==> src/rtl/regfile_sb.sv <==
// regfile_sb
//   Register file with two combinational read ports, two write-back ports,
//   same-cycle write-to-read bypass and a busy scoreboard that tracks
//   registers with an in-flight producer. Decode reads and issues on one
//   side; ALU (port 0) and memory (port 1) write back on the other.
//
// Parameters
//   DATA_W    register width
//   NUM_REGS  register count (power of 2, >= 2)
//   ZERO_REG  1: register 0 is hard-wired to zero and never becomes busy
//
// Ports
//   clk, rst                 clock, synchronous active-high reset
//   rd_addr1/2               read addresses
//   rd_data1/2               read data, bypassed from this cycle's write-back
//   rd_busy1/2               addressed register still awaits its producer
//   wr_en0/1, wr_addr0/1,
//   wr_data0/1               write-back ports (port 1 wins on same address)
//   issue_en, issue_addr     mark a destination register busy
//   flush                    clear every busy bit, data untouched
//   busy_cnt                 registered count of busy registers

module regfile_sb #(
    parameter int DATA_W   = 16,
    parameter int NUM_REGS = 8,
    parameter bit ZERO_REG = 1'b0,
    localparam int ADDR_W  = $clog2(NUM_REGS)
) (
    input  logic              clk,
    input  logic              rst,

    input  logic [ADDR_W-1:0] rd_addr1,
    output logic [DATA_W-1:0] rd_data1,
    output logic              rd_busy1,
    input  logic [ADDR_W-1:0] rd_addr2,
    output logic [DATA_W-1:0] rd_data2,
    output logic              rd_busy2,

    input  logic              wr_en0,
    input  logic [ADDR_W-1:0] wr_addr0,
    input  logic [DATA_W-1:0] wr_data0,
    input  logic              wr_en1,
    input  logic [ADDR_W-1:0] wr_addr1,
    input  logic [DATA_W-1:0] wr_data1,

    input  logic              issue_en,
    input  logic [ADDR_W-1:0] issue_addr,
    input  logic              flush,

    output logic [ADDR_W:0]   busy_cnt
);

    logic [DATA_W-1:0] regs [NUM_REGS];
    logic [NUM_REGS-1:0] busy;
    logic [NUM_REGS-1:0] busy_nxt;
    logic [ADDR_W:0]     cnt_nxt;

    logic we0_eff;
    logic we1_eff;
    logic issue_eff;

    // With a hard-wired zero register, anything aimed at address 0 is
    // dropped right here so neither storage nor scoreboard ever sees it.
    always_comb begin
        we0_eff   = wr_en0;
        we1_eff   = wr_en1;
        issue_eff = issue_en;
        if (ZERO_REG) begin
            if (wr_addr0 == '0)   we0_eff   = 1'b0;
            if (wr_addr1 == '0)   we1_eff   = 1'b0;
            if (issue_addr == '0) issue_eff = 1'b0;
        end
    end

    // Storage. Port 1 is applied last so it wins a same-address collision.
    always_ff @(posedge clk) begin
        if (rst) begin
            for (int i = 0; i < NUM_REGS; i++) begin
                regs[i] <= '0;
            end
        end else begin
            if (we0_eff) regs[wr_addr0] <= wr_data0;
            if (we1_eff) regs[wr_addr1] <= wr_data1;
        end
    end

    // Read port 1: later assignments carry higher priority.
    always_comb begin
        rd_data1 = regs[rd_addr1];
        if (we0_eff && (wr_addr0 == rd_addr1)) rd_data1 = wr_data0;
        if (we1_eff && (wr_addr1 == rd_addr1)) rd_data1 = wr_data1;
        if (ZERO_REG && (rd_addr1 == '0))      rd_data1 = '0;
    end

    // Read port 2: same priority as port 1.
    always_comb begin
        rd_data2 = regs[rd_addr2];
        if (we0_eff && (wr_addr0 == rd_addr2)) rd_data2 = wr_data0;
        if (we1_eff && (wr_addr1 == rd_addr2)) rd_data2 = wr_data1;
        if (ZERO_REG && (rd_addr2 == '0))      rd_data2 = '0;
    end

    // A register being written this cycle already has its value on the
    // bypass path, so it no longer needs to stall the reader. A same-cycle
    // issue only shows up once the busy bit is registered.
    always_comb begin
        rd_busy1 = busy[rd_addr1];
        if (we0_eff && (wr_addr0 == rd_addr1)) rd_busy1 = 1'b0;
        if (we1_eff && (wr_addr1 == rd_addr1)) rd_busy1 = 1'b0;

        rd_busy2 = busy[rd_addr2];
        if (we0_eff && (wr_addr0 == rd_addr2)) rd_busy2 = 1'b0;
        if (we1_eff && (wr_addr1 == rd_addr2)) rd_busy2 = 1'b0;
    end

    // Scoreboard update order: write-back clears first, then issue sets, so
    // a new producer issued alongside the old one's write-back stays pending.
    // Flush discards everything including this cycle's issue.
    always_comb begin
        busy_nxt = busy;
        if (we0_eff) busy_nxt[wr_addr0] = 1'b0;
        if (we1_eff) busy_nxt[wr_addr1] = 1'b0;
        if (flush) begin
            busy_nxt = '0;
        end else if (issue_eff) begin
            busy_nxt[issue_addr] = 1'b1;
        end
    end

    // ADDR_W+1 bits hold NUM_REGS exactly, so the count cannot wrap.
    always_comb begin
        cnt_nxt = '0;
        for (int i = 0; i < NUM_REGS; i++) begin
            cnt_nxt = cnt_nxt + {{ADDR_W{1'b0}}, busy_nxt[i]};
        end
    end

    always_ff @(posedge clk) begin
        if (rst) begin
            busy     <= '0;
            busy_cnt <= '0;
        end else begin
            busy     <= busy_nxt;
            busy_cnt <= cnt_nxt;
        end
    end

endmodule

==> config.mk <==
export PLATFORM = sky130hd
export DESIGN_NAME = regfile_sb
export DESIGN_NICKNAME = d
export VERILOG_FILES = /design/src/rtl/regfile_sb.sv
export SDC_FILE = /design/constraint.sdc
export NUM_CORES = 1
export LEC_CHECK = 0
export CAP_MARGIN = 20
export CORE_AREA = 8 8 139 141
export CTS_CLUSTER_SIZE = 14
export DETAILED_ROUTE_END_ITERATION = 7
export DIE_AREA = 0 0 147 149
export GPL_TIMING_DRIVEN = 0
export PLACE_DENSITY = 0.75
export SETUP_SLACK_MARGIN = 0.05
export SYNTH_ARGS = -nofsm -noshare
export SYNTH_HDL_FRONTEND = slang
export SYNTH_SLANG_ARGS = --single-unit
==> constraint.sdc <==
create_clock -name clk -period 4.5 [get_ports clk]
set_input_delay 0.9 -clock clk [delete_from_list [all_inputs] [get_ports clk]]
set_output_delay 0.9 -clock clk [all_outputs]
set_load 0.02 [all_outputs]
==> flow_metrics.tcl <==
set metrics [dict create \
    status "finished clean" \
    grt_overflow 0 \
    ant_nets 0 \
    slew_headroom 0.249 \
    yosysTopAreaCell "edfxtp_1" \
    yosysWarnings 0 \
    final_area_sq_um 10600 \
    finalNonFillerCells 992 \
    hold_violations 0 \
    drc 0 \
    clockBufferDepth 2 \
    power-per-cell-area_nw_per_um2 372 \
    max_stage_delay_ps 650 \
    place.gp.congestion 0.945 \
    die_x_um 147 \
    fin_skew_ps 4.59 \
    rsz0062_at_grt "no" \
    synth_top_cell_area_share 0.419 \
    synth_area_leaders "edfxtp_1 (42%), mux4_2 (14%), a22o_1 (12%)" \
    setup_ws_ps 110 \
    synth_area_sq_um 9180 \
    grtUsageTotal 0.278 \
    p_leak_nw 3.87 \
    timing.hold.ws_ps 659 \
    crit_family "buffers and inverters" \
    drv_cap 0 \
    fin_crit_sh 0.976 \
    grt_max_degree 17 \
    htree_levels 4 \
    first_pass_iters 5 \
    rows 48 \
    ys_types 42 \
    critPathMaxFanout 10 \
    path_buf_inv 5 \
    drt-vias-per-instance 7.28 \
    worst_ep_required_time_ps 3600 \
    avgSynthCellArea_sq_um 13.3 \
    tightest_slew_ps 1120 \
    placed_area_sq_um 9900 \
    dp_hpwl_um 20000 \
    core_area_sq_um 17100 \
    worst_path_max_delay_cell "clkdlybuf4s50_1" \
    insertion_delay_ps 430 \
    antenna_cells 0 \
    ys_seq_area_frac 0.445 \
    io_buffers 44 \
    hold_path_class "flop to flop" \
    period_needed_ps 4390 \
    ios 91 \
    holdBufCountCts 0 \
    grt_pass1_vias 7364 \
    cp-end-kind "output port" \
    antenna_found_initial 0 \
    path_class "input port to output port" \
    start_util 0.538 \
    netlist_instances 692 \
    fmax_ghz 0.228 \
    area_growth_pct 15.0 \
    clkTransAtPathRegs_ps 60 \
    cts_num_sinks 140 \
    die-area_sq_um 21900 \
    drtIter0Drc 920 \
    fillerInstances 1263 \
    grt_pass1_wl_um 44800 \
    post-place-cells 961 \
    maxSlewViolCount 0 \
    post_drt_wl_per_cell_um 31.1 \
    dp_slack_ps -67.5 \
    vias 7218 \
    tns_ps 0 \
    wl_um 30800 \
    setup_viol 0 \
    drive_gt1_frac 0.231 \
    synth-seq-cells 140 \
    worstPathArrival_ps 3490 \
    nets 815 \
    cts_inserted_buffers 17 \
    total_power_mw 3.93 \
    mappedNetlistNets 752 \
    post-route-util 0.619 \
    ir_drop_uv 255 \
    final_cell_mix "a22o_1 (128), edfxtp_1 (128), mux4_2 (56)" \
    startpoint_type "input port" \
    path_cells "clkdlybuf4s50_1 > buf_2 > xnor2_1 > nand4_1 > buf_2 > buf_6 > mux2i_1 > o21ai_1 > clkdlybuf4s50_1" \
    cts_tree "yes" \
    root_buffer "clkbuf_16" \
    die_y_um 149 \
]
## worst paths after layout
kind	startpoint	endpoint	cells past startpoint	slack [ps]
worst max-delay path	rd_addr1[1]	rd_data1[11]	9	110
worst min register to register	busy[6]$_SDFF_PP0_	busy[6]$_SDFF_PP0_	3	660
worst max register to register	busy[0]$_SDFF_PP0_	busy_cnt[2]$_SDFF_PP0_	11	1290
worst min-delay path	busy[6]$_SDFF_PP0_	busy[6]$_SDFF_PP0_	3	660
## cell type report
class	instances	area, sq um	share of cell area
multi-input combinational	451	4580	0.434
sequential	140	4080	0.387
buffer	95	499	0.0473
timing repair buffer	44	440	0.0417
clock buffer	17	425	0.0403
tap	225	282	0.0267
clock inverter	14	225	0.0213
inverter	6	22.5	0.00213
## cell families after synthesis
kind of cell,count (synthesis),share of synthesized area
flops,140,0.445
simple gates,126,0.0766
fa+ha+maj,7,0.0128
compound gates,171,0.149
xor+xnor,13,0.0124
mux,134,0.248
buf+inv,101,0.0563
## Yosys cell counts, drive strengths merged
cell type,instances
a22o,128
edfxtp,128
mux4,68
buf,53
nand2,46
clkbuf,42
mux2,34
mux2i,32
o21ai,32
nor2,30
dfxtp,12
xnor2,12
nor3,10
inv,6
nand3,6
nand4b,6
a21o,5
nand4bb,5
nor2b,5
fa,4
nand4,4
ha,3
nand2b,3
a21oi,2
a32oi,2
and3b,2
and4,2
nor4,2
o311ai,2
or2,2
and2,1
nor3b,1
or4b,1
xor2,1
## sequential cells by signal (all words and copies together), names as in the netlist
signal and count:
busy_cnt 4, regs 128, busy 8
## tightest hold or removal path, delay by kind of cell (launching register included)
family | cells | cell delay (ps)
compound gates | 1 | 160
flops | 1 | 320
simple gates | 2 | 140
## per-layer routing
metal	part of all wire	global-route usage	up-vias
met2	0.47	0.445	628
li1	-	-	2914
met4	0.046	0.138	0
met5	0	0	-
met1	0.35	0.335	3547
met3	0.14	0.0913	129
## what timing repair did
item	in CTS	in global routing
setup buffers	0	0
endpoints found under the setup margin	13	11
gates cloned	0	0
resized for setup	3	3
## where the power goes
group | total [mW] | leakage [nW] | internal (mW) | switching, mW
Combinational | 0.772 | 2.20 | 0.350 | 0.422
Sequential | 1.58 | 1.35 | 1.53 | 0.0515
Clock | 1.58 | 0.311 | 1.03 | 0.548
Total | 3.93 | 3.87 | 2.91 | 1.02
Power figures use the tool's default switching activity.
